--- src/rtl/bus_arbiter_if.sv ---
// rtl/bus_arbiter_if.sv - request/grant signal bundle between bus sources and the arbiter
interface bus_arbiter_if #(
   parameter int Bus_length = 32
);
   localparam int IDW = (Bus_length > 1) ? $clog2(Bus_length) : 1;

   logic [Bus_length-1:0] req;
   logic [Bus_length-1:0] sel_lines;
   logic [IDW-1:0]        grant_id;
   logic                  bus_busy;

   // Sources drive requests and observe the grant
   modport master (
      output req,
      input  sel_lines,
      input  grant_id,
      input  bus_busy
   );

   // The arbiter consumes requests and drives the grant
   modport slave (
      input  req,
      output sel_lines,
      output grant_id,
      output bus_busy
   );
endinterface

--- src/rtl/bus_arbiter.sv ---
// rtl/bus_arbiter.sv - round-robin one-hot bus arbiter with hold limit and turnaround cycle
module bus_arbiter #(
   parameter int Bus_length = 32,
   parameter int HOLD_MAX   = 8
) (
   input  logic          clk,
   input  logic          rst_n,
   bus_arbiter_if.slave  bus
);
   localparam int IDW = (Bus_length > 1) ? $clog2(Bus_length) : 1;
   localparam int HW  = (HOLD_MAX > 1) ? $clog2(HOLD_MAX + 1) : 1;

   localparam logic [IDW:0]   N_W        = (IDW + 1)'(Bus_length);
   localparam logic [IDW-1:0] LAST_IDX   = IDW'(Bus_length - 1);
   localparam logic [HW-1:0]  HOLD_MAX_W = HW'(HOLD_MAX);

   typedef enum logic [1:0] {
      IDLE  = 2'd0,
      GRANT = 2'd1,
      TURN  = 2'd2
   } state_t;

   state_t                state, state_n;
   logic [Bus_length-1:0] sel_q, sel_n;
   logic [IDW-1:0]        gid_q, gid_n;
   logic                  busy_q, busy_n;
   logic [IDW-1:0]        rr_ptr, rr_n;
   logic [HW-1:0]         hold_cnt, hold_n;

   logic                  pick_valid;
   logic [IDW-1:0]        pick_idx;
   logic [IDW:0]          scan;

   assign bus.sel_lines = sel_q;
   assign bus.grant_id  = gid_q;
   assign bus.bus_busy  = busy_q;

   // Round-robin search starting at rr_ptr; scanning backwards lets the closest requester win last
   always_comb begin
      pick_valid = 1'b0;
      pick_idx   = '0;
      scan       = '0;
      for (int k = Bus_length - 1; k >= 0; k--) begin
         scan = {1'b0, rr_ptr} + (IDW + 1)'(k);
         if (scan >= N_W) begin
            scan = scan - N_W;
         end
         if (bus.req[scan[IDW-1:0]]) begin
            pick_valid = 1'b1;
            pick_idx   = scan[IDW-1:0];
         end
      end
   end

   // Next-state and next-output logic; outputs are registered so sel_lines never glitches
   always_comb begin
      state_n = state;
      sel_n   = sel_q;
      gid_n   = gid_q;
      busy_n  = busy_q;
      rr_n    = rr_ptr;
      hold_n  = hold_cnt;
      case (state)
         IDLE, TURN: begin
            if (pick_valid) begin
               state_n = GRANT;
               sel_n   = Bus_length'(1) << pick_idx;
               gid_n   = pick_idx;
               busy_n  = 1'b1;
               hold_n  = HW'(1);
               rr_n    = (pick_idx == LAST_IDX) ? '0 : pick_idx + IDW'(1);
            end else begin
               state_n = IDLE;
               sel_n   = '0;
               gid_n   = '0;
               busy_n  = 1'b0;
               hold_n  = '0;
            end
         end
         GRANT: begin
            // Only the owner's own request and the hold budget decide release
            if (bus.req[gid_q] && (hold_cnt < HOLD_MAX_W)) begin
               hold_n = hold_cnt + HW'(1);
            end else begin
               state_n = TURN;
               sel_n   = '0;
               gid_n   = '0;
               busy_n  = 1'b0;
               hold_n  = '0;
            end
         end
         default: begin
            state_n = IDLE;
            sel_n   = '0;
            gid_n   = '0;
            busy_n  = 1'b0;
            hold_n  = '0;
         end
      endcase
   end

   // State and output registers; reset drops the grant immediately
   always_ff @(posedge clk or negedge rst_n) begin
      if (!rst_n) begin
         state    <= IDLE;
         sel_q    <= '0;
         gid_q    <= '0;
         busy_q   <= 1'b0;
         rr_ptr   <= '0;
         hold_cnt <= '0;
      end else begin
         state    <= state_n;
         sel_q    <= sel_n;
         gid_q    <= gid_n;
         busy_q   <= busy_n;
         rr_ptr   <= rr_n;
         hold_cnt <= hold_n;
      end
   end
endmodule
--- src/flat_wrapper.sv ---
// flat-port wrapper written by rule: the top's interface ports become plain ports
module bus_arbiter_flat 
#(
   parameter int Bus_length = 32,
   parameter int HOLD_MAX   = 8
)
  (clk, rst_n, bus_req, bus_sel_lines, bus_grant_id, bus_bus_busy);
  bus_arbiter_if #(.Bus_length(Bus_length)) bus_i ();
  input  logic clk;
  input  logic rst_n;
  input wire logic [$bits(bus_i.req)-1:0] bus_req;
  output wire logic [$bits(bus_i.sel_lines)-1:0] bus_sel_lines;
  output wire logic [$bits(bus_i.grant_id)-1:0] bus_grant_id;
  output wire logic [$bits(bus_i.bus_busy)-1:0] bus_bus_busy;
  assign bus_i.req = bus_req;
  assign bus_sel_lines = bus_i.sel_lines;
  assign bus_grant_id = bus_i.grant_id;
  assign bus_bus_busy = bus_i.bus_busy;
  bus_arbiter #(.Bus_length(Bus_length), .HOLD_MAX(HOLD_MAX)) u_core (.clk(clk), .rst_n(rst_n), .bus(bus_i));
endmodule
--- config.mk ---
export PLATFORM = sky130hd
export DESIGN_NAME = bus_arbiter_flat
export DESIGN_NICKNAME = d
export VERILOG_FILES = /design/src/rtl/bus_arbiter_if.sv /design/src/rtl/bus_arbiter.sv /design/src/flat_wrapper.sv
export SDC_FILE = /design/constraint.sdc
export NUM_CORES = 1
export LEC_CHECK = 0
export ABC_AREA = 1
export BUFFER_PORTS_ARGS = -buffer_cell sky130_fd_sc_hd__buf_4
export CAP_MARGIN = 20
export CELL_PAD_IN_SITES_DETAIL_PLACEMENT = 0
export CELL_PAD_IN_SITES_GLOBAL_PLACEMENT = 1
export CORE_MARGIN = 10
export CORE_UTILIZATION = 42
export DETAILED_ROUTE_END_ITERATION = 10
export HOLD_SLACK_MARGIN = 0.1
export PLACE_DENSITY_LB_ADDON = 0.1
export SLEW_MARGIN = 20
export SYNTH_ARGS = -nofsm -noshare
export SYNTH_HDL_FRONTEND = slang
export SYNTH_SLANG_ARGS = --single-unit
--- constraint.sdc ---
create_clock -name clk -period 6.7 [get_ports clk]
set_clock_uncertainty 0.1 [all_clocks]
set_input_delay 1.34 -clock clk [delete_from_list [all_inputs] [get_ports clk]]
set_output_delay 1.34 -clock clk [all_outputs]
set_load 0.02 [all_outputs]
Yosys cells after proc, flatten, opt, wreduce, memory -nomap -nowiden
Cells that the tools add are included.
{"block": "word_totals", "reg_bits": 49, "inputBits": 34}
{"block": "classes", "muxes": 178, "shift": 1, "eq_ne": 4, "add_sub_neg": 65, "magnitude_cmp": 66, "reduce_logical": 4}
{"cell": "5-bit 2-to-1 mux", "n": 67}
{"cell": "5-bit by 6-bit < comparator with 1-bit output, second input constant", "n": 33}
{"cell": "6-bit >= comparator, second input constant", "n": 31}
{"cell": "1-bit binary-select mux with 5-bit select", "n": 33}
{"cell": "5-bit by 1-bit subtractor with 5-bit output, second input constant", "n": 32}
{"cell": "5-bit by 5-bit adder with 6-bit output, second input constant", "n": 16}
{"cell": "1-bit 2-to-1 mux", "n": 69}
{"cell": "32-bit 2-to-1 mux", "n": 2}
{"cell": "32-bit case mux with 2 select lines", "n": 1}
{"cell": "5-bit by 4-bit adder with 6-bit output, second input constant", "n": 8}
{"cell": "1-bit by 5-bit left shift with 32-bit output, first input constant", "n": 1}
{"cell": "5-bit by 3-bit adder with 6-bit output, second input constant", "n": 4}
{"cell": "5-bit by 2-bit adder with 6-bit output, second input constant", "n": 2}
{"cell": "5-bit case mux with 2 select lines", "n": 1}
{"cell": "4-bit case mux with 2 select lines", "n": 1}
{"cell": "5-bit by 1-bit adder with 6-bit output, second input constant", "n": 1}
{"cell": "5-bit by 6-bit >= comparator with 1-bit output, second input constant", "n": 1}
{"cell": "5-bit by 1-bit adder with 5-bit output, second input constant", "n": 1}
{"cell": "5-bit == test, second input constant", "n": 1}
{"cell": "4-bit by 1-bit adder with 4-bit output, second input constant", "n": 1}
{"cell": "4-bit < comparator, second input constant", "n": 1}
{"cell": "4-bit 2-to-1 mux", "n": 1}
{"cell": "2-bit case mux with 2 select lines", "n": 1}
{"cell": "2-bit by 1-bit == test with 1-bit output, second input constant", "n": 1}
{"cell": "8 further kinds", "n": 8}

Depth between registers and ports, before layout
{"block": "depth", "word_depth": 40, "depth_mapped": 60}

Worst setup path after synthesis
Ideal clock, no wire load.
{"block": "synth_timing", "kind": "reg2reg", "from": "reg u_core.rr_ptr[0]", "to": "reg u_core.rr_ptr[1]", "required_ns": 6.517, "arrival_ns": 5.155, "stages_incl_launch_ff": 59, "setup_ns": 0.083, "slack_ns": 1.363, "path_buffers": 8, "path_cell_list": "dfrtp_1 buf_6 inv_4 buf_6 buf_2 clkbuf_1 clkbuf_1 ha_1 buf_2 inv_2 buf_2 nand3_1 nand3_1 nand3_1 nand3_2 nand2_2 a21oi_1 nand3_1 (+23 left out) nand2_1 nand2_1 nand2_1 nand2_1 nand2_1 nand2_1 nand2_1 nand2_1 nand2_2 nand2_4 nand2_4 buf_6 nand2_1 inv_1 ha_1 nor2_1 nand3_1 o21ai_0"}
{"block": "synth_between", "elab_chain_len": 39, "elab_cells_between_ends": 259, "classes_between": "add/sub (64); order compare (32); eq/ne (1); mux (161); reduce/logical (1)"}
{"element": "start, declared", "line_no": "bus_arbiter.sv:27", "text": "logic [IDW-1:0] rr_ptr, rr_n;"}
{"element": "start signal, assigned", "line_no": "bus_arbiter.sv:116", "text": "rr_ptr <= rr_n;"}
{"element": "5-bit by 5-bit adder with 6-bit output", "line_no": "bus_arbiter.sv:44", "text": "scan = {1'b0, rr_ptr} + (IDW + 1)'(k);"}
{"element": "5-bit by 1-bit subtractor with 5-bit output or 6-bit >= comparator (tied branches)", "line_no": "bus_arbiter.sv:46, bus_arbiter.sv:45"}
{"element": "5-bit 2-to-1 mux", "line_no": "bus_arbiter.sv:45", "text": "if (scan >= N_W) begin"}
{"element": "1-bit binary-select mux with 5-bit select", "line_no": "bus_arbiter.sv:48", "text": "if (bus.req[scan[IDW-1:0]]) begin"}
{"element": "1-bit 2-to-1 mux (implied by the code)", "line_no": "bus_arbiter.sv:48"}
{"element": "5-bit 2-to-1 mux (32 in a row)", "line_no": "bus_arbiter.sv:48"}
{"element": "5-bit by 1-bit adder with 5-bit output or 5-bit == test (tied branches)", "line_no": "bus_arbiter.sv:71", "text": "rr_n = (pick_idx == LAST_IDX) ? '0 : pick_idx + IDW'(1);"}
{"element": "5-bit 2-to-1 mux", "line_no": "bus_arbiter.sv:71"}
Several ways; a longest one is shown, not always the timed one. The select of a mux whose other input is x is not followed.
A chain may end at the register's enable or synchronous reset.

Final worst setup path
{"block": "layout_timing", "from": "reg u_core.rr_ptr[2]", "to": "reg u_core.sel_q[3] (netlist: u_core.bus.sel_lines[3])"}
{"block": "layout_between", "elab_chain_len": 40, "elab_cells_between_ends": 258, "classes_between": "add/sub (63); order compare (32); shift (1); mux (162)"}
{"element": "5-bit by 5-bit adder with 6-bit output", "line_no": "bus_arbiter.sv:44"}
{"element": "5-bit by 1-bit subtractor with 5-bit output or 6-bit >= comparator (tied branches)", "line_no": "bus_arbiter.sv:46, bus_arbiter.sv:45"}
{"element": "5-bit 2-to-1 mux", "line_no": "bus_arbiter.sv:45"}
{"element": "1-bit binary-select mux with 5-bit select", "line_no": "bus_arbiter.sv:48"}
{"element": "1-bit 2-to-1 mux (implied by the code)", "line_no": "bus_arbiter.sv:48"}
{"element": "5-bit 2-to-1 mux (32 in a row)", "line_no": "bus_arbiter.sv:48"}
{"element": "1-bit by 5-bit left shift with 32-bit output", "line_no": "bus_arbiter.sv:67", "text": "sel_n = Bus_length'(1) << pick_idx;"}
{"element": "32-bit 2-to-1 mux *", "line_no": "bus_arbiter.sv:65", "text": "if (pick_valid) begin"}
{"element": "32-bit case mux with 2 select lines *", "line_no": "bus_arbiter.sv:63", "text": "case (state)"}
{"element": "end signal, assigned", "line_no": "bus_arbiter.sv:113", "text": "sel_q <= sel_n;"}
{"element": "end, declared", "line_no": "bus_arbiter.sv:24", "text": "logic [Bus_length-1:0] sel_q, sel_n;"}
Mark *: on every way between the ends. The rest lies on a longest branch, timed or not. The select of a mux whose other input is x is not followed.

==> results.cfg <==
[outcome]
status = completed

[setup_path]
setup.worst_path.end = u_core.bus.sel_lines[3]
cp_max_fo = 22
setup.worst_path.start = u_core.rr_ptr[2]
required_ps = 6810
cp.depth = 45
arrival_ps = 5860
r2r-end = u_core.bus.sel_lines[3]
r2r_cells = 45
critPathTopFamily = simple AND/OR/NAND/NOR gates
r2r_start = u_core.rr_ptr[2]
end_kind = register
worst-path-buf-inv = 4
max_stage_delay_ps = 610
start_kind = register
critPathSlowestCell = dfrtp_1
criticalPathCategory = reg2reg
reg2reg_slack_ps = 950
crit_path_frequent_cell = nand2_1

[min_path]
hold_path.class = reg2reg
min_from = u_core.bus.sel_lines[21]

[clock_tree]
ctsResizeCount = 0
ctsHoldBuffers = 0
cts_setup_buffers = 0
cts_root_buffer = clkbuf_16
worstSkewPairLatency_ps = 290
cts.clk_slew.worst_paths_ps = 70
cts_tree = yes
numClockSinks = 49
htreeDepth = 2
cts_buffer_depth = 2
cts_buffers = 5

[synthesis]
synthArstFlopShare_pct = 100
seq_area_frac_synth_pct = 18.6
synth_cells = 1144
synthDistinctLibCells = 43
ys_seq_elements = 49
synth_most_common_cell = nand2_1
synth_top_cell_by_area = nand2_1
yosysWarnings = 0
synth_area_leaders = nand2_1 (24%), dfrtp_1 (19%), nand3_1 (15%), a21oi_1 (8.1%), inv_1 (4.2%)
synth_ff_type = dfrtp_1
syn_area_per_cell_um2 = 5.75
synth_edf_count = 0
syn_area_mm2 = 0.00658
synth_common_cells = nand2_1 (420), nand3_1 (199), a21oi_1 (106)
synth_top_cell_area_share_pct = 24.0
synth_nets = 1194

[global_route]
met2_usage_pct = 36.3
track_usage_pct = 22.9
grt_max_degree = 61
top_usage_layer = met2
use_met3_pct = 5.12
grt_first_pass_wirelength_mm = 39.3
met1_usage_pct = 30.2
grt.overflow.total = 0
antenna_found_initial = 0
grt_pass1_vias = 7047

[timing]
worst_pin_slew_ps = 968
slew_viol_final = 0
hold_viol_final = 0
fin_tns_setup_ps = 0
fin_crit_ps = 5750
finalSetupViolCount = 0
relSlewSlack_pct = 35.4
rsz0062_at_grt = no
period_share_pct = 85.8
fmax_mhz = 174

[place]
port_buffers = 71
placed_cells = 1392
dp_hpwl_mm = 19.8
place_congestion = 1.03

[drt]
dr.pass1.iters = 5
ant_nets = 0
drt_wl_total_mm = 25.3
num_vias = 7753
drc = 0
drt-initial-drc-count = 744
routed_via_density = 5.54
routedWlPerCell_um = 18.1

[finish]
post-route-util_pct = 47.9
n_antenna_cell = 0
drive_gt1_share_pct = 12.7
nets = 1238
syn2layout_area_growth_pct = 11.2
fin_cells = 1400

[flow_run]
maxCapViolations = 0

[floorplanning]
fp.dieW_um = 145
fp.coreArea_mm2 = 0.0153
ios = 72
fp.dieH_um = 145
rows = 45
dieArea_mm2 = 0.0211
initial_core_util_pct = 43.1
-- layer usage --
layer  wire length, um  up-vias
met1             10900     3510
li1                  -     3873
met2             11500      335
met4               672        0
met3              2240       35
met5                 0        -
-- per-stage QoR --
stage / setup slack [ps] / instance area [um^2] / hold slack (ps)
floorplan: 1360 / 6580 / 361
global placement: 1060 / 7140 / 367
detailed placement: 1070 / 7140 / 366
CTS: 1060 / 7310 / 386
global route: 493 / 7310 / 404
finish: 953 / 7310 / 381
-- cells by family after synthesis --
kind of cell / synth area share [%]
simple gates: 48.1
buf+inv: 10.0
fa+ha+maj: 3.04
compound gates: 16.8
xor+xnor: 3.27
flops: 18.6
mux: 0.152
-- state kept, by name (all words and copies together), names as in the netlist --
name	cells
u_core.hold_cnt	4
u_core.rr_ptr	5
u_core.state	2
u_core.bus.bus_busy	1
u_core.bus.grant_id	5
u_core.bus.sel_lines	32
-- cell type report --
type | instances | area, um^2
multi-input combinational | 960 | 4690
inverter | 91 | 352
fill | 1697 | 7950
sequential | 49 | 1230
clock buffer | 7 | 143
clock inverter | 1 | 30.0
tap | 211 | 264
timing repair buffer | 81 | 608
-- worst reg2reg max path, delay by kind of cell, from the launching register on --
family,cells,cell delay (ps)
and+or+nand+nor,39,3300
adders and majority gates,1,340
buffers and inverters,4,1090
AOI/OAI and AO/OA,1,190
DFF,1,610
-- worst min path at each step --
| stage | slack, ps | end | cells after the start |
|---|---|---|---|
| finish | 380 | u_core.bus.sel_lines[21] | 2 |
| global route | 400 | u_core.bus.bus_busy | 2 |
| CTS | 390 | u_core.bus.sel_lines[21] | 2 |
| detailed placement | 370 | u_core.bus.sel_lines[8] | 2 |
| global placement | 370 | u_core.bus.sel_lines[20] | 2 |
| floorplan | 360 | u_core.bus.grant_id[1] | 1 |
-- layout by cell type (no fill, tap or decap), drive strengths merged --
cell type / count
a21oi: 107
nor3: 5
inv: 88
ha: 16
o221ai: 6
dfrtp: 49
o21ai: 63
nor4: 4
a31oi: 15
mux2i: 1
nand2: 437
o211ai: 2
clkbuf: 7
xnor2: 3
nand3: 206
or2: 2
bufinv: 1
clkinv: 3
or4: 1
buf: 81
xor2: 16
o21a: 4
nor2: 64
o22ai: 4
nand4: 4
Power is left out: the tool's default activity adds up to more than one toggle a clock period on the data nets, which glitch-free logic cannot reach.
